===== config.mk =====
export PLATFORM = sky130hd
export DESIGN_NAME = inert_seq
export DESIGN_NICKNAME = d
export VERILOG_FILES = /design/src/rtl/inert_seq.sv
export SDC_FILE = /design/constraint.sdc
export NUM_CORES = 1
export LEC_CHECK = 0
export ABC_AREA = 0
export CORE_UTILIZATION = 44
export CTS_CLUSTER_DIAMETER = 100
export DETAILED_ROUTE_END_ITERATION = 7
export PLACE_DENSITY = 0.76
export RECOVER_POWER = 25
export SYNTH_ARGS = -nofsm -noshare
export SYNTH_HDL_FRONTEND = slang
export SYNTH_SLANG_ARGS = --single-unit
export TNS_END_PERCENT = 20

===== constraint.sdc =====
create_clock -name clk -period 2.45 [get_ports clk]
set_input_delay 0.245 -clock clk [delete_from_list [all_inputs] [get_ports clk]]
set_output_delay 0.245 -clock clk [all_outputs]
set_load 0.005 [all_outputs]

===== src/rtl/inert_seq.sv =====
// rtl/inert_seq.sv - inertial sensor sequencer: power-up wait, config writes, sample reads
module inert_seq #(
  parameter int INIT_CYCLES = 65535
) (
  input  logic        clk,
  input  logic        rst,
  input  logic        INT,
  input  logic        done,
  input  logic [15:0] rd_data,
  output logic        wrt,
  output logic [15:0] cmd,
  output logic        vld,
  output logic [15:0] ptch_rt,
  output logic [15:0] AZ
);

  typedef enum logic [2:0] {
    PWR_WAIT,
    CFG_ISSUE,
    CFG_WAIT,
    IDLE,
    RD_ISSUE,
    RD_WAIT,
    PUBLISH
  } state_t;

  localparam logic [15:0] INIT_LIM = 16'(INIT_CYCLES);

  state_t      state;
  logic [15:0] pwr_cnt;
  logic [1:0]  idx;
  logic [7:0]  byte_r [4];
  logic        int_meta;
  logic        int_sync;
  logic        done_ok;

  // Only the low byte of each SPI read carries sensor data.
  logic unused_rd_hi;
  assign unused_rd_hi = ^rd_data[15:8];

  // A done arriving in the same cycle as our own wrt cannot belong to that
  // transaction, so it is never consumed.
  assign done_ok = done && !wrt;

  function automatic logic [15:0] cfg_cmd(input logic [1:0] i);
    case (i)
      2'd0:    cfg_cmd = 16'h0D02;  // INT on data-ready
      2'd1:    cfg_cmd = 16'h1053;  // accel 208Hz +/-2g
      2'd2:    cfg_cmd = 16'h1150;  // gyro 208Hz 245dps
      default: cfg_cmd = 16'h1460;  // rounding
    endcase
  endfunction

  function automatic logic [15:0] rd_cmd(input logic [1:0] i);
    case (i)
      2'd0:    rd_cmd = 16'hA200;  // pitch low
      2'd1:    rd_cmd = 16'hA300;  // pitch high
      2'd2:    rd_cmd = 16'hAC00;  // AZ low
      default: rd_cmd = 16'hAD00;  // AZ high
    endcase
  endfunction

  // Two-flop synchronizer for the asynchronous data-ready line.
  always_ff @(posedge clk) begin
    if (rst) begin
      int_meta <= 1'b0;
      int_sync <= 1'b0;
    end else begin
      int_meta <= INT;
      int_sync <= int_meta;
    end
  end

  // Sequencer FSM with registered wrt/cmd/vld and sample outputs.
  // The sample pair is loaded on the edge that enters PUBLISH, so vld and the
  // new ptch_rt/AZ are visible together during PUBLISH, one cycle after the
  // last read done.
  always_ff @(posedge clk) begin
    if (rst) begin
      state   <= PWR_WAIT;
      pwr_cnt <= 16'd0;
      idx     <= 2'd0;
      wrt     <= 1'b0;
      vld     <= 1'b0;
      cmd     <= 16'h0000;
      ptch_rt <= 16'h0000;
      AZ      <= 16'h0000;
      for (int i = 0; i < 4; i++) byte_r[i] <= 8'h00;
    end else begin
      wrt <= 1'b0;
      vld <= 1'b0;
      case (state)
        PWR_WAIT: begin
          if (pwr_cnt == INIT_LIM) begin
            pwr_cnt <= 16'd0;
            state   <= CFG_ISSUE;
          end else begin
            pwr_cnt <= pwr_cnt + 16'd1;
          end
        end
        CFG_ISSUE: begin
          wrt   <= 1'b1;
          cmd   <= cfg_cmd(idx);
          state <= CFG_WAIT;
        end
        CFG_WAIT: begin
          if (done_ok) begin
            if (idx == 2'd3) begin
              idx   <= 2'd0;
              state <= IDLE;
            end else begin
              idx   <= idx + 2'd1;
              state <= CFG_ISSUE;
            end
          end
        end
        IDLE: begin
          if (int_sync) begin
            idx   <= 2'd0;
            state <= RD_ISSUE;
          end
        end
        RD_ISSUE: begin
          wrt   <= 1'b1;
          cmd   <= rd_cmd(idx);
          state <= RD_WAIT;
        end
        RD_WAIT: begin
          if (done_ok) begin
            byte_r[idx] <= rd_data[7:0];
            if (idx == 2'd3) begin
              ptch_rt <= {byte_r[1], byte_r[0]};
              AZ      <= {rd_data[7:0], byte_r[2]};
              vld     <= 1'b1;
              idx     <= 2'd0;
              state   <= PUBLISH;
            end else begin
              idx   <= idx + 2'd1;
              state <= RD_ISSUE;
            end
          end
        end
        PUBLISH: begin
          state <= IDLE;
        end
        default: begin
          state <= PWR_WAIT;
        end
      endcase
    end
  end

endmodule


==> out/results.ini <==
[critical_path]
end_kind = flop
crit_type = reg2reg
cp_slowest_cell = clkbuf_1
crit_required_ns = 2.69
r2r_slack_ns = 0.32
rr_worst_depth = 4
cp_slowest_stage_delay_ns = 0.60
worstReg2RegEnd = cmd[8]
cp_max_fo = 16
arrival_ns = 2.37
path_cells = clkbuf_1, o21ai_1, nor2b_1, a2111oi_0
r2r-start = state[2]
startpoint_type = flop

[synth]
yosysMostFrequentCell = nand2_1
yosys.area.top_type = dfxtp_1
synth_ff_type = dfxtp_1
syn_area_per_cell_sq_um = 9.034
syn_inst = 418
synth_seq_area_share_pct = 54.61
yosysTopAreaCellShare_pct = 35.52
netlist_area_sq_um = 3776
async_flop_share_pct = 0
synth_common_cells = nand2_1, dfxtp_1, a21oi_1, nor2_1, and2_1
ys_types = 38
synth-seq-cells = 91
synth_edf_count = 24
netlist_top_cells_area = dfxtp_1, edfxtp_1, nand2_1
synth-warning-count = 0

[power_and_ir_drop]
irDropWorstVdd_mv = 0.3346
power_mw = 2.622
p_per_area_nw_per_um2 = 570.2
power_leakage_nw = 1.706

[clock_tree]
cts_buffer_depth = 2
clk_pin_slew_ns = 0.09
postCtsSetupRepairBufs = 0
post_cts_resized = 0
cts_tree = built
clk_latency_ns = 0.36
h-tree-depth = 3
ctsRootBufferMaster = clkbuf_8
cts.sinks = 91
ctsHoldBuffers = 0
cts_buffers = 9

[route]
wl_um = 7700
via_per_inst = 5.256
drc = 0
via_count = 3054
avgRoutedWirePerCell_um = 13.25
detail_route.first_pass.iterations = 4
antenna_left = 0
drt_iter0_markers = 102

[die]
die_area_sq_um = 8957
io_pins = 70
core_sq_um = 8258
rows = 33
die_y_um = 94.64
start_util_pct = 45.73
die_x_um = 94.64

[sta]
setup_viol = 0
grt_setup_unrepaired = false
maxSlewViolCount = 42
worstMarginPinSlew_ns = 1.744
fmaxAchievable_mhz = 469.3
slew-limit-headroom_pct = -16.27
finalHoldViolations = 0
whs_ns = 0.3700
skew_ns = 0.009906
period_needed_ns = 2.131
min_period_over_period_pct = 86.98
setup_ws_ns = 0.3191
setup_tns_ns = 0

[global_route]
grt_antenna_before_repair = 0
first_global_vias = 2745
grt_max_degree = 42
track_usage_pct = 18.43
grt_pass1_wl_um = 12830
overflow = 0

[cells_and_area]
antenna_cells = 0
utilization_pct = 55.70
finalNetCount = 498
instances_no_fill = 581
fin_area_sq_um = 4599
drive_gt1_share_pct = 5.882
syn_to_final_growth_pct = 21.80

[outcome]
status = finished with violations
violations = capacitance limit, slew limit

[placement]
place_ws_ns = 0.3127
place.gp.congestion = 0.8177
hpwl_um = 5253
dp.cells = 565
port_buffers = 57
post_dp_cell_area_sq_um = 4433

[worst_hold_path]
worstHoldPathCells = 3
hold_path_end = vld
hp-start = rst
hold_path_class = in2reg

[run]
cap_violations = 1

registers in the layout, summed over array words and instances, names as in the netlist:
name and cells:
byte_r 24, AZ 16, ptch_rt 16, pwr_cnt 16
cmd 10, state 3, idx 2, int_meta 1
int_sync 1, vld 1, wrt 1
where the power goes:
group          switching, mW  internal [mW]
clock network          0.554          0.382
registers             0.0148           1.56
logic                 0.0665         0.0455
total                  0.635           1.99
layout by cell type (no fill, tap or decap), drive strengths merged, types with 2 or more instances in the layout:
cell / n
or3: 5
o21ai: 12
and2: 26
edfxtp: 24
clkdlybuf4s50: 21
nor3: 14
a21oi: 48
a22o: 4
buf: 9
clkinv: 2
a2bb2oi: 2
nand2: 83
nand3: 6
o22ai: 5
nor2b: 4
nor2: 27
a22oi: 7
xor2: 6
ha: 7
a31oi: 3
nand4: 6
dlygate4sd3: 35
nor4: 2
dfxtp: 67
clkbuf: 13
inv: 12
xnor2: 6
or2: 3
conb: 4
nand2b: 5
metal layers:
| layer | GRT usage (%) | vias up | share of wire (%) |
|---|---|---|---|
| met2 | 28.48 | 83 | 46 |
| met4 | 8.081 | 0 | 1.9 |
| li1 | - | 1518 | - |
| met3 | 2.738 | 11 | 4.8 |
| met1 | 25.56 | 1442 | 48 |
| met5 | 0 | - | 0 |
layout make-up:
| type | count | area (sq um) |
|---|---|---|
| Clock buffer | 10 | 127.6 |
| Clock inverter | 6 | 47.55 |
| Fill cell | 750 | 3659 |
| Inverter | 8 | 30.03 |
| Multi-Input combinational cell | 293 | 1562 |
| Sequential cell | 91 | 2062 |
| Tap cell | 105 | 131.4 |
| Timing Repair Buffer | 68 | 639.4 |
cells by family (layout without fill, tap and decap cells):
family | count (synthesis) | in the layout | share of synthesized area [%]
compound gates | 86 | 86 | 13.12
other cells | 1 | 4 | 0.09931
fa+ha+maj | 7 | 7 | 2.319
flops | 91 | 91 | 54.61
simple gates | 184 | 184 | 22.73
buf+inv | 37 | 92 | 4.340
xor+xnor | 12 | 12 | 2.783
critical path, delay by kind of cell, from the launching register on:
family          cells  cell delay, ns
compound gates      2            0.69
buf+inv             1            0.60
flops               1            0.49
simple gates        1            0.23
how the worst max path moves through the flow:
stage | startpoint | to | slack [ns] | depth (start not counted)
after global routing | state[2] | pwr_cnt[15] | 0.20 | 6
after detailed placement | done | byte_r[2][3] | 0.31 | 6
after CTS | state[2] | pwr_cnt[15] | 0.34 | 6
after global placement | done | byte_r[2][6] | 0.32 | 6
final | state[2] | cmd[8] | 0.32 | 4
after floorplan | state[0] | byte_r[0][0] | 0.47 | 6
(Power assumes the default switching activity.)
